[src/rtl/seven_seg_bcd_cnt_mux.sv]
// seven_seg_bcd_cnt_mux: DIGITS-digit BCD up/down counter with a time-multiplexed
// common-anode seven-segment driver (active-low segments and anodes, registered).
// Optional build macro SEG_LZB_EN enables leading-zero blanking.

module seven_seg_bcd_cnt_mux #(
    parameter int unsigned DIGITS   = 4,
    parameter int unsigned TICK_DIV = 50000000,
    parameter int unsigned SCAN_DIV = 100000
) (
    input  logic clk,
    input  logic rst,
    input  logic en,
    input  logic up,
    input  logic clr,
    output logic wrap,
    output logic CA,
    output logic CB,
    output logic CC,
    output logic CD,
    output logic CE,
    output logic CF,
    output logic CG,
    output logic AN0,
    output logic AN1,
    output logic AN2,
    output logic AN3,
    output logic AN4,
    output logic AN5,
    output logic AN6,
    output logic AN7
);

    localparam int unsigned TW = $clog2(TICK_DIV);
    localparam int unsigned SW = $clog2(SCAN_DIV);
    localparam int unsigned CW = 4 * DIGITS;

    logic [TW-1:0] tcnt_q;
    logic          tick;
    logic [SW-1:0] scnt_q;
    logic          scan_end;
    logic [2:0]    idx_q;
    logic [CW-1:0] cnt_q;
    logic [CW-1:0] cnt_step;
    logic          cnt_carry;
    logic          wrap_q;
    logic [3:0]    cur_digit;
    logic [6:0]    seg_d;
    logic [6:0]    seg_q;
    logic [7:0]    an_d;
    logic [7:0]    an_q;

    assign tick     = (tcnt_q == TW'(TICK_DIV - 1));
    assign scan_end = (scnt_q == SW'(SCAN_DIV - 1));

    // Free-running count-tick divider, independent of en.
    always_ff @(posedge clk) begin
        if (!rst)      tcnt_q <= '0;
        else if (tick) tcnt_q <= '0;
        else           tcnt_q <= tcnt_q + TW'(1);
    end

    // Ripple +1 / -1 across the BCD digits; carry out of the top digit marks a wrap.
    always_comb begin
        cnt_step  = cnt_q;
        cnt_carry = 1'b1;
        for (int k = 0; k < DIGITS; k++) begin
            if (cnt_carry) begin
                if (up) begin
                    if (cnt_q[4*k +: 4] == 4'd9) begin
                        cnt_step[4*k +: 4] = 4'd0;
                    end else begin
                        cnt_step[4*k +: 4] = cnt_q[4*k +: 4] + 4'd1;
                        cnt_carry          = 1'b0;
                    end
                end else begin
                    if (cnt_q[4*k +: 4] == 4'd0) begin
                        cnt_step[4*k +: 4] = 4'd9;
                    end else begin
                        cnt_step[4*k +: 4] = cnt_q[4*k +: 4] - 4'd1;
                        cnt_carry          = 1'b0;
                    end
                end
            end
        end
    end

    // Count register and wrap pulse: clr beats an enabled tick; a disabled tick is dropped.
    always_ff @(posedge clk) begin
        if (!rst) begin
            cnt_q  <= '0;
            wrap_q <= 1'b0;
        end else if (clr) begin
            cnt_q  <= '0;
            wrap_q <= 1'b0;
        end else if (tick && en) begin
            cnt_q  <= cnt_step;
            wrap_q <= cnt_carry;
        end else begin
            wrap_q <= 1'b0;
        end
    end

    // Scan divider and digit index, cycling 0..DIGITS-1.
    always_ff @(posedge clk) begin
        if (!rst) begin
            scnt_q <= '0;
            idx_q  <= '0;
        end else if (scan_end) begin
            scnt_q <= '0;
            idx_q  <= (idx_q == 3'(DIGITS - 1)) ? 3'd0 : idx_q + 3'd1;
        end else begin
            scnt_q <= scnt_q + SW'(1);
        end
    end

`ifdef SEG_LZB_EN
    logic lead_zero;

    // Scanned digit is blank when it and every higher digit are zero; digit 0 always shows.
    always_comb begin
        lead_zero = (idx_q != 3'd0);
        for (int k = 0; k < DIGITS; k++) begin
            if (3'(k) >= idx_q && cnt_q[4*k +: 4] != 4'd0) lead_zero = 1'b0;
        end
    end
`endif

    // Select the scanned digit and decode it to an active-low {CG..CA} pattern.
    always_comb begin
        cur_digit = '0;
        for (int k = 0; k < DIGITS; k++) begin
            if (idx_q == 3'(k)) cur_digit = cnt_q[4*k +: 4];
        end
        unique case (cur_digit)
            4'd0:    seg_d = 7'b1000000;
            4'd1:    seg_d = 7'b1111001;
            4'd2:    seg_d = 7'b0100100;
            4'd3:    seg_d = 7'b0110000;
            4'd4:    seg_d = 7'b0011001;
            4'd5:    seg_d = 7'b0010010;
            4'd6:    seg_d = 7'b0000010;
            4'd7:    seg_d = 7'b1111000;
            4'd8:    seg_d = 7'b0000000;
            4'd9:    seg_d = 7'b0010000;
            default: seg_d = 7'b1111111;
        endcase
`ifdef SEG_LZB_EN
        if (lead_zero) seg_d = 7'b1111111;
`endif
        // idx never reaches DIGITS, so unused anodes stay high.
        an_d = ~(8'b1 << idx_q);
    end

    // Registered display outputs; dark during reset.
    always_ff @(posedge clk) begin
        if (!rst) begin
            an_q  <= 8'hff;
            seg_q <= 7'h7f;
        end else begin
            an_q  <= an_d;
            seg_q <= seg_d;
        end
    end

    assign wrap = wrap_q;
    assign {CG, CF, CE, CD, CC, CB, CA} = seg_q;
    assign {AN7, AN6, AN5, AN4, AN3, AN2, AN1, AN0} = an_q;

endmodule

[config.mk]
export PLATFORM = sky130hd
export DESIGN_NAME = seven_seg_bcd_cnt_mux
export DESIGN_NICKNAME = d
export VERILOG_FILES = /design/src/rtl/seven_seg_bcd_cnt_mux.sv
export SDC_FILE = /design/constraint.sdc
export NUM_CORES = 1
export LEC_CHECK = 0
export ABC_AREA = 1
export CORE_ASPECT_RATIO = 1.25
export CORE_UTILIZATION = 61
export CTS_CLUSTER_DIAMETER = 50
export DETAILED_ROUTE_END_ITERATION = 7
export HOLD_SLACK_MARGIN = 0.1
export PLACE_DENSITY = 0.78
export SETUP_SLACK_MARGIN = 0.5
export SLEW_MARGIN = 10
export SYNTH_ARGS = -nofsm -noshare
export SYNTH_HDL_FRONTEND = slang
export SYNTH_SLANG_ARGS = --single-unit
[constraint.sdc]
create_clock -name clk -period 2.3 [get_ports clk]
set_clock_uncertainty 0.15 [all_clocks]
set_input_delay 0.345 -clock clk [delete_from_list [all_inputs] [get_ports clk]]
set_output_delay 0.345 -clock clk [all_outputs]
set_load 0.1 [all_outputs]
==> flow_summary.json <==
{
  "status": "completed",
  "power_frac_seq_pct": 47.0,
  "fmax_mhz": 505,
  "worstPathMaxFanout": 4,
  "total_power_mw": 2.92,
  "min_period_ns": 1.98,
  "h-tree-depth": 3,
  "worstSetupPathType": "reg -> reg",
  "startpoint": "idx_q[0]",
  "post-route-period-util_pct": 86.1,
  "stdcell_count": 824,
  "finalHoldViolCount": 0,
  "grt_overflow": 0,
  "crit_required_ns": 2.45,
  "io_buffers": 20,
  "cts_tree": "yes",
  "tightest_slew_ns": 0.388,
  "slowest_delay_ns": 0.37,
  "cpMaxStageDelayCell": "dfxtp_4",
  "vias": 4578,
  "drtPass1Iterations": 7,
  "grt_pass1_wl_mm": 18.4,
  "path_delay_family": "simple AND/OR/NAND/NOR gates",
  "syn_area_um2": 4430,
  "drc": 0,
  "swShare_pct": 23.0,
  "grt_pass1_vias": 4314,
  "final.setup.tns_ns": 0,
  "die_w_um": 78.2,
  "initial_core_util_pct": 63.5,
  "critPathBufInv": 4,
  "p_leak_nw": 2.29,
  "yosysSeqAreaShare_pct": 35.2,
  "rows": 34,
  "clkLatencyLatePin_ns": 0.36,
  "antenna_found_initial": 0,
  "drt_iter0_drc": 304,
  "cts_buffers": 9,
  "slew_viol_final": 0,
  "routed_wl_mm": 11.6,
  "crit_chain": "inv_6 -> ha_4 -> inv_2 -> nor2_4 -> nand2_2 -> nand2_1 -> inv_2 -> a21oi_4 -> inv_2 -> ha_4 -> or2_1 -> nand2_1 -> nand2_1 -> nand2_1",
  "place_hpwl_mm": 7.67,
  "setup.worst_path.end_class": "register",
  "worst_ir_drop_vdd_mv": 0.404,
  "cts.path.max_buffers": 2,
  "synth_nets": 686,
  "ios": 21,
  "p_per_area_nw_per_um2": 530,
  "power.internal_mw": 2.25,
  "post_drt_via_cell_ratio": 5.56,
  "setup-violations-final": 0,
  "fin_nets": 741,
  "n_antenna_cell": 0,
  "critPathArrivalTime_ns": 2.13,
  "core_area_um2": 6980,
  "area_growth_pct": 24.2,
  "combPwrFrac_pct": 5.6,
  "grtUsageTotal_pct": 30.1,
  "reg2reg_from": "idx_q[0]",
  "rsz0062_at_grt": "true",
  "avgRoutedWirePerCell_um": 14.0,
  "clk_pin_slew_ns": 0.09,
  "start_kind": "register",
  "hold_class": "reg -> reg",
  "die_height_um": 97.3,
  "drive_above_1_share_pct": 25.7,
  "drtAntennaViolNets": 0,
  "grt_max_degree": 19,
  "root_buffer": "clkbuf_8",
  "worst-path-stages": 14,
  "place.gp.congestion": 0.931,
  "cp-endpoint": "seg_q[3]",
  "cpMostUsedCell": "nand2_1",
  "synth_cells": 674,
  "reg2reg_to": "seg_q[3]",
  "cap_violations": 0,
  "place_inst": 783,
  "cts.sinks": 78,
  "maxSlewHeadroom_pct": 74.1,
  "clock_power_share_pct": 47.3,
  "dieArea_um2": 7610,
  "ff2ff_setup_slack_ns": 0.32,
  "yosysWarnings": 0,
  "p_switching_mw": 0.670,
  "synth_area_per_cell_um2": 6.58,
  "ys_types": 41,
  "r2r_cells": 14,
  "synth_seq_cells": 78
}
==> cell usage in the layout (no fill, tap or decap), types with 3 or more instances in the layout <==
cell type / count
nand2_1: 170
nor2_1: 77
inv_1: 68
dfxtp_1: 61
nand3_1: 49
buf_4: 42
a21oi_1: 32
o21ai_0: 24
nand4_1: 21
nand2_2: 20
inv_2: 19
dfxtp_2: 15
nor2_2: 13
nor2_4: 10
clkbuf_8: 9
nor3_1: 8
xor2_1: 7
nand2_4: 6
nor3_2: 6
nand3_2: 5
xnor2_1: 5
ha_4: 5
buf_6: 5
or2_2: 4
nor3b_1: 4
bufinv_16: 4
inv_4: 3
a21oi_4: 3
nand3b_1: 3
clkinv_4: 3
clkdlybuf4s50_1: 3
==> per-stage QoR <==
step | utilization [%] | hold WS [ns] | setup WS (ns) | area [um^2]
2_1_floorplan | - | 0.267 | 0.460 | 4490
3_3_place_gp | 68.4 | 0.282 | 0.164 | 4770
3_5_place_dp | 68.4 | 0.286 | 0.0964 | 4770
4_1_cts | 75.6 | 0.307 | 0.371 | 5280
5_1_grt | 78.9 | 0.299 | 0.208 | 5510
6_report | 78.9 | 0.269 | 0.320 | 5510
==> what timing repair did <==
item / CTS / global route
resized for setup: 22 / 63
pin swaps: 13 / 17
cloned: 1 / 0
buffers inserted: 19 / 5
endpoints found under the setup margin: 38 / 50
hold buffers: 0 / 0
==> power groups by stage <==
stage	Combinational, mW	Sequential (mW)	Clock [mW]
detailed placement	0.145	1.40	0
CTS	0.153	1.37	1.38
floorplan	0.0574	1.45	0
finish	0.164	1.37	1.38
global route	0.175	1.37	1.45
global placement	0.143	1.40	0
==> cell usage after synthesis, drive strengths merged <==
| cell | number | share of area [%] |
|---|---|---|
| o22ai | 1 | 0.14 |
| nand4 | 21 | 3.0 |
| a21boi | 1 | 0.25 |
| nor3 | 16 | 2.5 |
| nand3 | 56 | 6.8 |
| o31ai | 1 | 0.17 |
| buf | 6 | 0.96 |
| o211ai | 2 | 0.34 |
| xnor2 | 5 | 0.99 |
| clkinv | 1 | 0.11 |
| nand3b | 3 | 0.51 |
| or2 | 7 | 0.99 |
| a21oi | 36 | 4.7 |
| and3 | 1 | 0.14 |
| ha | 7 | 2.0 |
| o21ai | 28 | 3.2 |
| clkbuf | 3 | 0.25 |
| xor2 | 7 | 1.4 |
| a22oi | 1 | 0.17 |
| dfxtp | 78 | 35 |
| nor2 | 100 | 9.6 |
| nand2 | 196 | 18 |
| nor3b | 6 | 1.2 |
| inv | 91 | 7.7 |
==> worst min path at each step <==
stage                endpoint  depth (start not counted)      start  slack (ns)
finish              scnt_q[0]                          1  scnt_q[0]        0.27
global route        scnt_q[0]                          1  scnt_q[0]        0.30
CTS                 scnt_q[0]                          1  scnt_q[0]        0.31
detailed placement  scnt_q[0]                          1  scnt_q[0]        0.29
global placement    scnt_q[0]                          1  scnt_q[0]        0.28
floorplan           scnt_q[0]                          1  scnt_q[0]        0.27
==> routing by layer <==
metal | track usage [%] | vias up | part of all wire [%]
met5 | 0 | - | 0
met4 | 12.8 | 0 | 2.7
met3 | 6.76 | 37 | 5.3
met2 | 53.4 | 166 | 51
met1 | 34.2 | 2110 | 41
li1 | - | 2265 | -
==> sequential cells by signal, summed over array words and instances, names as in the netlist <==
register / cells
tcnt_q: 26
scnt_q: 17
cnt_q: 16
an_q: 8
seg_q: 7
idx_q: 3
wrap: 1
==> layout make-up <==
cell class | instances | area, um^2
Inverter | 92 | 359
Multi-Input combinational cell | 495 | 2710
Fill cell | 523 | 1470
Sequential cell | 78 | 1590
Clock buffer | 9 | 124
Clock inverter | 7 | 146
Tap cell | 90 | 113
Timing Repair Buffer | 53 | 462
==> cells by family (layout without fill, tap and decap cells) <==
kind of cell | count (synthesis) | in the layout | share of synthesized area (%)
DFF | 78 | 78 | 35.2
and+or+nand+nor | 406 | 406 | 42.4
AOI/OAI and AO/OA | 70 | 70 | 8.98
buffers and inverters | 101 | 161 | 9.03
xor gates and xnor gates | 12 | 12 | 2.37
adders and majority gates | 7 | 7 | 1.98
No activity file was read; power rests on OpenSTA's default activity.
